[src/rtl/calc_pkg.sv]
// calc_pkg: shared display constants, hex segment table and scan FSM encoding
package calc_pkg;
    localparam int NUM_DIGITS = 4;
    // Active-low {g,f,e,d,c,b,a}, entry 15 first so HEX_SEG[h] selects digit h
    localparam logic [15:0][6:0] HEX_SEG = {
        7'h0E, 7'h06, 7'h21, 7'h46, 7'h03, 7'h08, 7'h10, 7'h00,
        7'h78, 7'h02, 7'h12, 7'h19, 7'h30, 7'h24, 7'h79, 7'h40
    };
    typedef enum logic {ST_BLANK, ST_SHOW} scan_state_t;
endpackage

[src/rtl/seg7_hex.sv]
// seg7_hex: combinational 4-bit hex to active-low 7-segment decoder
module seg7_hex
    import calc_pkg::*;
(
    input  logic [3:0] hex,
    output logic [6:0] seg
);
    assign seg = HEX_SEG[hex];
endmodule

[src/rtl/port_display_driver.sv]
// port_display_driver: debounces CPU output ports into a snapshot and scans it
// onto a multiplexed 4-digit common-anode 7-segment display.
module port_display_driver
    import calc_pkg::*;
#(
    parameter int SCAN_DIV      = 4,
    parameter int STABLE_CYCLES = 8
) (
    input  logic                  clk,
    input  logic                  reset,
    input  logic [7:0]            ps0,
    input  logic [7:0]            ps1,
    input  logic [7:0]            ps2,
    input  logic [7:0]            ps3,
    output logic [NUM_DIGITS-1:0] an_n,
    output logic [6:0]            seg_n,
    output logic                  dp_n,
    output logic                  updated
);
    localparam int CW = $clog2(STABLE_CYCLES + 1);
    localparam int DW = $clog2(SCAN_DIV + 1);
    localparam int IW = $clog2(NUM_DIGITS);

    logic [31:0]   in_word, prev, snapshot;
    logic [CW-1:0] cnt;
    logic          stable, load;
    scan_state_t   state, state_nx;
    logic [IW-1:0] idx, idx_nx;
    logic [DW-1:0] div, div_nx;
    logic [7:0]    digit;
    logic [6:0]    seg;
    logic          show;

    assign in_word = {ps3, ps2, ps1, ps0};
    assign stable  = in_word == prev;
    assign load    = stable && cnt == CW'(STABLE_CYCLES - 1);

    always_ff @(posedge clk or negedge reset) begin
        if (!reset) begin
            prev     <= '0;
            cnt      <= '0;
            snapshot <= '0;
            updated  <= 1'b0;
        end else begin
            prev     <= in_word;
            cnt      <= !stable ? '0 : (cnt < CW'(STABLE_CYCLES)) ? cnt + CW'(1) : cnt;
            snapshot <= load ? in_word : snapshot;
            updated  <= load && in_word != snapshot;
        end
    end

    always_ff @(posedge clk or negedge reset) begin
        if (!reset) begin
            state <= ST_BLANK;
            idx   <= '0;
            div   <= '0;
        end else begin
            state <= state_nx;
            idx   <= idx_nx;
            div   <= div_nx;
        end
    end

    // BLANK is a single gap cycle; SHOW holds for SCAN_DIV cycles before advancing idx
    always_comb begin
        state_nx = state;
        idx_nx   = idx;
        div_nx   = div;
        if (state == ST_BLANK) begin
            state_nx = ST_SHOW;
            div_nx   = '0;
        end else if (div == DW'(SCAN_DIV - 1)) begin
            state_nx = ST_BLANK;
            idx_nx   = idx + IW'(1);
        end else begin
            div_nx   = div + DW'(1);
        end
    end

    assign show  = state == ST_SHOW;
    assign digit = snapshot[{idx, 3'b000} +: 8];

    seg7_hex u_seg7_hex (
        .hex (digit[3:0]),
        .seg (seg)
    );

    assign an_n  = show ? ~(NUM_DIGITS'(1) << idx) : '1;
    assign seg_n = show ? seg : '1;
    assign dp_n  = show ? ~|digit[7:4] : 1'b1;
endmodule

[config.mk]
export PLATFORM = sky130hd
export DESIGN_NAME = port_display_driver
export DESIGN_NICKNAME = d
export VERILOG_FILES = /design/src/rtl/calc_pkg.sv /design/src/rtl/seg7_hex.sv /design/src/rtl/port_display_driver.sv
export SDC_FILE = /design/constraint.sdc
export NUM_CORES = 1
export LEC_CHECK = 0
export CORE_AREA = 5 5 103 124
export DETAILED_ROUTE_END_ITERATION = 8
export DIE_AREA = 0 0 108 129
export PLACE_DENSITY = 0.54
export SLEW_MARGIN = 25
export SYNTH_ARGS = -nofsm -noshare
export SYNTH_HDL_FRONTEND = slang
export SYNTH_SLANG_ARGS = --single-unit
[constraint.sdc]
create_clock -name clk -period 3.51 [get_ports clk]
set_input_delay 0.351 -clock clk [delete_from_list [all_inputs] [get_ports clk]]
set_output_delay 0.351 -clock clk [all_outputs]
set_load 0.005 [all_outputs]
==> results.json <==
{
  "outcome": "complete, no violations",
  "seq_area_um2": 1880,
  "diodes": 0,
  "path_class": "register to primary output",
  "fin_crit_ns": 3.21,
  "worst_pin_slew_ns": 0.689,
  "cpMaxStageDelayCell": "mux4_2",
  "setup_slack_ns": 0.300,
  "tritoncts": "yes",
  "synthesis.nets": 330,
  "drt_iter0_drc": 51,
  "final-max-slew-violation-count": 0,
  "cts_buffers": 9,
  "hp-class": "input pin to async pin",
  "grt-ovfl-total": 0,
  "rsz0062_at_grt": "no",
  "maxCapViolCount": 0,
  "htreeDepth": 3,
  "p_leak_nw": 1.91,
  "cp_cell_sequence": "mux4_2 > inv_1 > ha_1 > nor2_1 > a21oi_1 > mux2_2 > nand2_1 > clkdlybuf4s50_1",
  "yosys.area.top_type": "dfrtp_1",
  "die-area_um2": 13900,
  "hold_violations": 0,
  "grt_pass1_vias": 2315,
  "cts-resized-gates": 0,
  "yosysSeqAreaShare_pct": 49.4,
  "multiInputGateArea_um2": 1800,
  "peakVddDrop_mv": 0.170,
  "dp_slack_ns": 0.491,
  "relSlewSlack_pct": 54.1,
  "critPathBufInv": 2,
  "die_h_um": 129,
  "drt-vias-per-instance": 4.47,
  "routed_wl_um": 7790,
  "worstPathMaxFanout": 9,
  "crit_path_max_incr_delay_ns": 0.62,
  "start_util_pct": 33.3,
  "die_w_um": 108,
  "post-route-drc-count": 0,
  "syn_inst": 283,
  "wire_per_inst_um": 15.7,
  "dpl.hpwl_um": 5860,
  "ys_types": 30,
  "first_pass_iters": 4,
  "synth_top_area_share_pct": 49.4,
  "cts_sinks": 75,
  "final-setup-viol-count": 0,
  "synth_area_per_cell_um2": 13.4,
  "arrival_ns": 2.86,
  "crit_family": "multiplexers",
  "final_common_cell": "dfrtp_1",
  "gp_congestion": 0.798,
  "crit_path_start_kind": "register",
  "insertion_delay_ns": 0.33,
  "finalCritPeriodShare_pct": 91.5,
  "nets": 381,
  "io_buffers": 46,
  "ys_ff_latch": 75,
  "final_cell_mix": "74 x dfrtp_1, 67 x xnor2_1, 45 x clkdlybuf4s50_1",
  "drtAntennaViolNets": 0,
  "antenna_found_initial": 0,
  "clockRootBuffer": "clkbuf_16",
  "ctsHoldBuffers": 0,
  "critical_path_required_ns": 3.16,
  "tns_ns": 0,
  "fillCellCount": 1100,
  "clk_pin_slew_ns": 0.06,
  "ys_warn_count": 0,
  "fmax_mhz": 312,
  "cts.path.max_buffers": 2,
  "worstSetupEndpointType": "primary output",
  "areaGrowthSynthToFinish_pct": 24.4,
  "post_cts_buffers": 0,
  "core_region_area_um2": 11400,
  "skew_ns": 0.00612,
  "grt_max_degree": 76,
  "regToRegStartpoint": "prev[11]$_DFF_PN0_",
  "vias": 2216,
  "synth_area_leaders": "dfrtp_1 49%, xnor2_1 15%, mux2_4 11%",
  "io_pins": 47,
  "crit_start": "idx[0]$_DFFE_PN0P_",
  "p_per_area_nw_per_um2": 434,
  "row_count": 43,
  "drive_gt1_share_pct": 18.3,
  "grt.total_usage_pct": 12.2,
  "grt_pass1_wl_um": 12600,
  "syn_area_um2": 3800
}
==> power by group <==
| group | total [mW] | internal, mW | switching [mW] |
|---|---|---|---|
| clock | 1.02 | 0.682 | 0.337 |
| combinational | 0.140 | 0.0717 | 0.0685 |
| sequential | 0.892 | 0.884 | 0.00801 |
| total | 2.05 | 1.64 | 0.413 |
==> metal layers <==
| layer | track usage [%] | share of wire [%] | vias to the layer above |
|---|---|---|---|
| met3 | 3.31 | 4.8 | 10 |
| met5 | 0 | 0 | - |
| met4 | 5.57 | 1.9 | 0 |
| met1 | 15.5 | 45 | 1077 |
| met2 | 19.5 | 48 | 44 |
| li1 | - | - | 1085 |
==> cell usage after synthesis <==
cell      instances
clkbuf_1          2
nor4_1            6
inv_1             6
and4_1            1
nor4_2            2
nand2_1          12
nor2b_1           2
xor2_1            1
xnor2_1          67
ha_1             13
nand3_1           3
o211ai_1          2
and2_1            3
dfrtp_1          75
o221ai_1          2
nand4_1          16
mux2_4           29
a21oi_1           4
a31oi_1           1
o22ai_1           1
buf_6             3
a21boi_1          1
mux4_2            5
nor2_1            8
o21ai_0           3
nand2b_1          3
buf_12            3
mux2_2            5
or2_2             1
mux2i_1           3
==> logic make-up (layout without fill, tap and decap cells) <==
group                    after synthesis  after routing  synth area share (%)
flip-flops                            75             75                  49.4
XOR/XNOR                              68             68                  15.7
AND/OR/NAND/NOR                       57             57                  8.37
multiplexers                          42             42                  16.7
AO/OA/AOI/OAI                         14             14                  2.31
buffers and inverters                 14             70                  3.26
adder cells (fa/ha/maj)               13             13                  4.28
==> path summary, 6_finish.rpt <==
check	to	slack [ns]	cells past startpoint
worst max-delay path	seg_n[3]	0.30	8
worst max register to register	snapshot[2]$_DFFE_PN0P_	1.23	6
worst min register to register	snapshot[30]$_DFFE_PN0P_	0.56	1
max in group asynchronous	idx[0]$_DFFE_PN0P_	2.98	1
worst min-delay path	prev[11]$_DFF_PN0_	0.02	1
min in group clk	snapshot[30]$_DFFE_PN0P_	0.56	1
==> flip-flops by register name (all words and copies together), names as in the netlist <==
register  cells
cnt           4
idx           2
prev         32
div           3
show          1
updated       1
snapshot     32
==> worst reg2reg max path, delay by kind of cell, from the launching register on <==
kind / cells / cell delay (ns)
flip-flops: 1 / 0.38
AND/OR/NAND/NOR: 3 / 0.99
buffers and inverters: 1 / 0.25
multiplexers: 1 / 0.38
XOR/XNOR: 1 / 0.16
==> area by class of cell <==
cell class,count,area share [%]
Sequential cell,75,39.8
Multi-Input combinational cell,194,38.1
Timing Repair Buffer,48,10.4
Clock buffer,13,5.72
Tap cell,157,4.16
Clock inverter,3,1.46
Inverter,6,0.477
==> through the flow <==
step	instance area (um^2)	hold WS (ns)	power [mW]	cells	utilization [%]
2_1_floorplan	3800	0.0554	0.960	283	-
4_1_cts	4720	0.206	2.08	496	41.4
5_1_grt	4720	0.0989	2.13	496	41.4
3_3_place_gp	4380	0.536	1.05	480	38.4
3_5_place_dp	4380	0.544	1.05	480	38.4
6_report	4720	0.0232	2.05	496	41.4
Note: power is estimated with default switching activity, not from simulation.
==> variant (config.mk and constraints unchanged) <==
The parameter `SCAN_DIV` goes from 4 to 8.
--- a/src/rtl/port_display_driver.sv
+++ b/src/rtl/port_display_driver.sv
@@ -3,7 +3,7 @@
 module port_display_driver
     import calc_pkg::*;
 #(
-    parameter int SCAN_DIV      = 4,
+    parameter int SCAN_DIV      = 8,
     parameter int STABLE_CYCLES = 8
 ) (
     input  logic                  clk,
Formal check against the unedited RTL: not equivalent (a bounded check fails within 10 cycles, from zero or initial values and one cycle with reset low).
==> variant against the unedited design <==
- worst setup slack worse by 13 ps
- global-route usage up 0.15 points
- area after synthesis up 0.92%
- first-iteration DRC count up 37%
- routed wire length up 2.9%
- design area up 0.34%
- power up 0.88%
- sequential cell count up 1
- largest power group unchanged
- register-to-register slack better by 30 ps
- cell count up 1.0%
- critical path depth unchanged
- maximum frequency down 0.39%
==> variant: results (changes against the unedited design) <==
ys_seq_area_frac: 0.4961  # +0.002012
maxCapViolations: 0  # unchanged
grt_antenna_before_repair: 0  # unchanged
post_cts_buffers: 0  # unchanged
drt_first_pass_iters: 4  # unchanged
via_per_inst: 4.529  # +1.4%
clock-root-buffer: "clkbuf_16"
fin_skew_ps: 7.176  # +1.059 ps
grt_pass1_wl_mm: 12.97  # +3.1%
grt_start_max_net_pins: 77  # +1.3%
ctsLongestPathBuffers: 2  # unchanged
drive_above_1_share: 0.1831  # +0.0002487
fin_setup_tns_ps: 0  # unchanged
topRoutingLayerUsed: "met4"
final.fill_count: 1115  # +1.4%
htreeDepth: 3  # unchanged
place_hpwl_mm: 6.017  # +2.6%
cts_hold_buffers: 0  # unchanged
p_leak_nw: 1.917  # +0.37%
synthArstFlopShare: 1.000  # unchanged
synth_commonest_cells: "dfrtp_1, xnor2_1, mux2_4, nand4_1, nand2_1"
place.gp.congestion: 0.7146  # -10%
antennaDiodeCount: 0  # unchanged
syn-num-nets: 335  # +1.5%
internal_power_w: 0.001644  # +0.42%
place_ws_ps: 482.6  # -8.306 ps
met2_length_mm: 4.000  # +7.1%
cts_inserted_buffers: 9  # unchanged
top_regs: "prev: 32 flops, snapshot: 32 flops"
cp_max_fo: 9  # unchanged
worstSkewPairLatency_ps: 340
final_nets: 385  # +1.0%
hold_class: "in2async"
grt_pass1_vias: 2444  # +5.6%
drt-met1-wl_mm: 3.556  # +0.99%
worstMarginPinSlew_ps: 685.9  # -2.811 ps
route.met3.wl_um: 277  # -26%
ir_worst_vdd_v: 0.0002109  # +24%
track_usage: 0.1236  # +0.001474
synth_warnings: 0  # unchanged
wire_per_inst_um: 16.00  # +1.9%
synthTopCellsByArea: "dfrtp_1, xnor2_1, mux2_4"
clk_pin_slew_ps: 60  # about the same
dr.first_iter.drc_count: 70  # +37%
io_buffers: 46  # unchanged
status: "finished, final reports clean"
synth_cell_types: 31  # +3.3%
-- variant: cells by family (layout without fill, tap and decap cells) --
logic type	count (synthesis)	in the layout	share of synthesized area
and+or+nand+nor	62	62	0.08845
adders and majority gates	12	12	0.03916
xor gates and xnor gates	68	68	0.1554
muxes	41	41	0.1629
AOI/OAI and AO/OA	16	16	0.02578
DFF	76	76	0.4961
buffers and inverters	14	69	0.03231
-- variant: layout make-up --
class	count	area, um2	area share
inverters	5	18.77	0.003959
flip-flops and latches	76	1903	0.4014
well taps	157	196.4	0.04144
multi-input cells	199	1809	0.3816
clock inverters	4	70.07	0.01478
clock buffers	12	266.5	0.05622
repair buffers	48	476.7	0.1006
-- variant: critical path, stage by stage, from the launching register on --
cell and delay (ps):
dfrtp_2 500, mux4_2 620, inv_1 140, ha_1 240, nor2_1 140, a21oi_1 60
mux2_2 260, nand2_1 60, clkdlybuf4s50_1 500
-- variant: layer usage --
| metal | GRT usage | vias up |
|---|---|---|
| met5 | 0 | - |
| met1 | 0.1542 | 1103 |
| li1 | - | 1111 |
| met4 | 0.05498 | 0 |
| met3 | 0.03061 | 13 |
| met2 | 0.2028 | 42 |
-- variant: per-stage QoR --
step	area, um2	power (W)	hold slack [ps]	instances
5_1_grt	4741	0.002149	82.31	501
2_1_floorplan	3834	0.0009717	55.41	289
6_report	4741	0.002069	14.45	501
4_1_cts	4736	0.002099	207.1	501
3_3_place_gp	4399	0.001062	495.7	485
3_5_place_dp	4399	0.001062	510.5	485
-- variant: worst paths after layout --
| path | cells past startpoint | start | end | slack, ps |
|---|---|---|---|---|
| worst max-delay path | 8 | idx[0] | seg_n[3] | 290 |
| worst min-delay path | 1 | reset | prev[27] | 10 |
| worst max register to register | 6 | prev[0] | snapshot[0] | 1260 |
| worst min register to register | 1 | div[2] | div[2] | 510 |
| max in group asynchronous | 1 | reset | idx[0] | 2950 |
| min in group clk | 1 | div[2] | div[2] | 510 |
-- variant: power by group through the flow --
| stage | Combinational (W) | Sequential, W | Clock [W] |
|---|---|---|---|
| 2_1_floorplan | 0.0000534 | 0.000918 | 0 |
| 3_3_place_gp | 0.000143 | 0.000919 | 0 |
| 3_5_place_dp | 0.000143 | 0.000919 | 0 |
| 4_1_cts | 0.000144 | 0.000904 | 0.00105 |
| 5_1_grt | 0.000155 | 0.000905 | 0.00109 |
| 6_report | 0.000139 | 0.000904 | 0.00103 |
-- variant: repair_timing --
item	CTS	global route
endpoints found under the setup margin	0	1
endpoints found under the hold margin	0	0
resized for setup	0	1
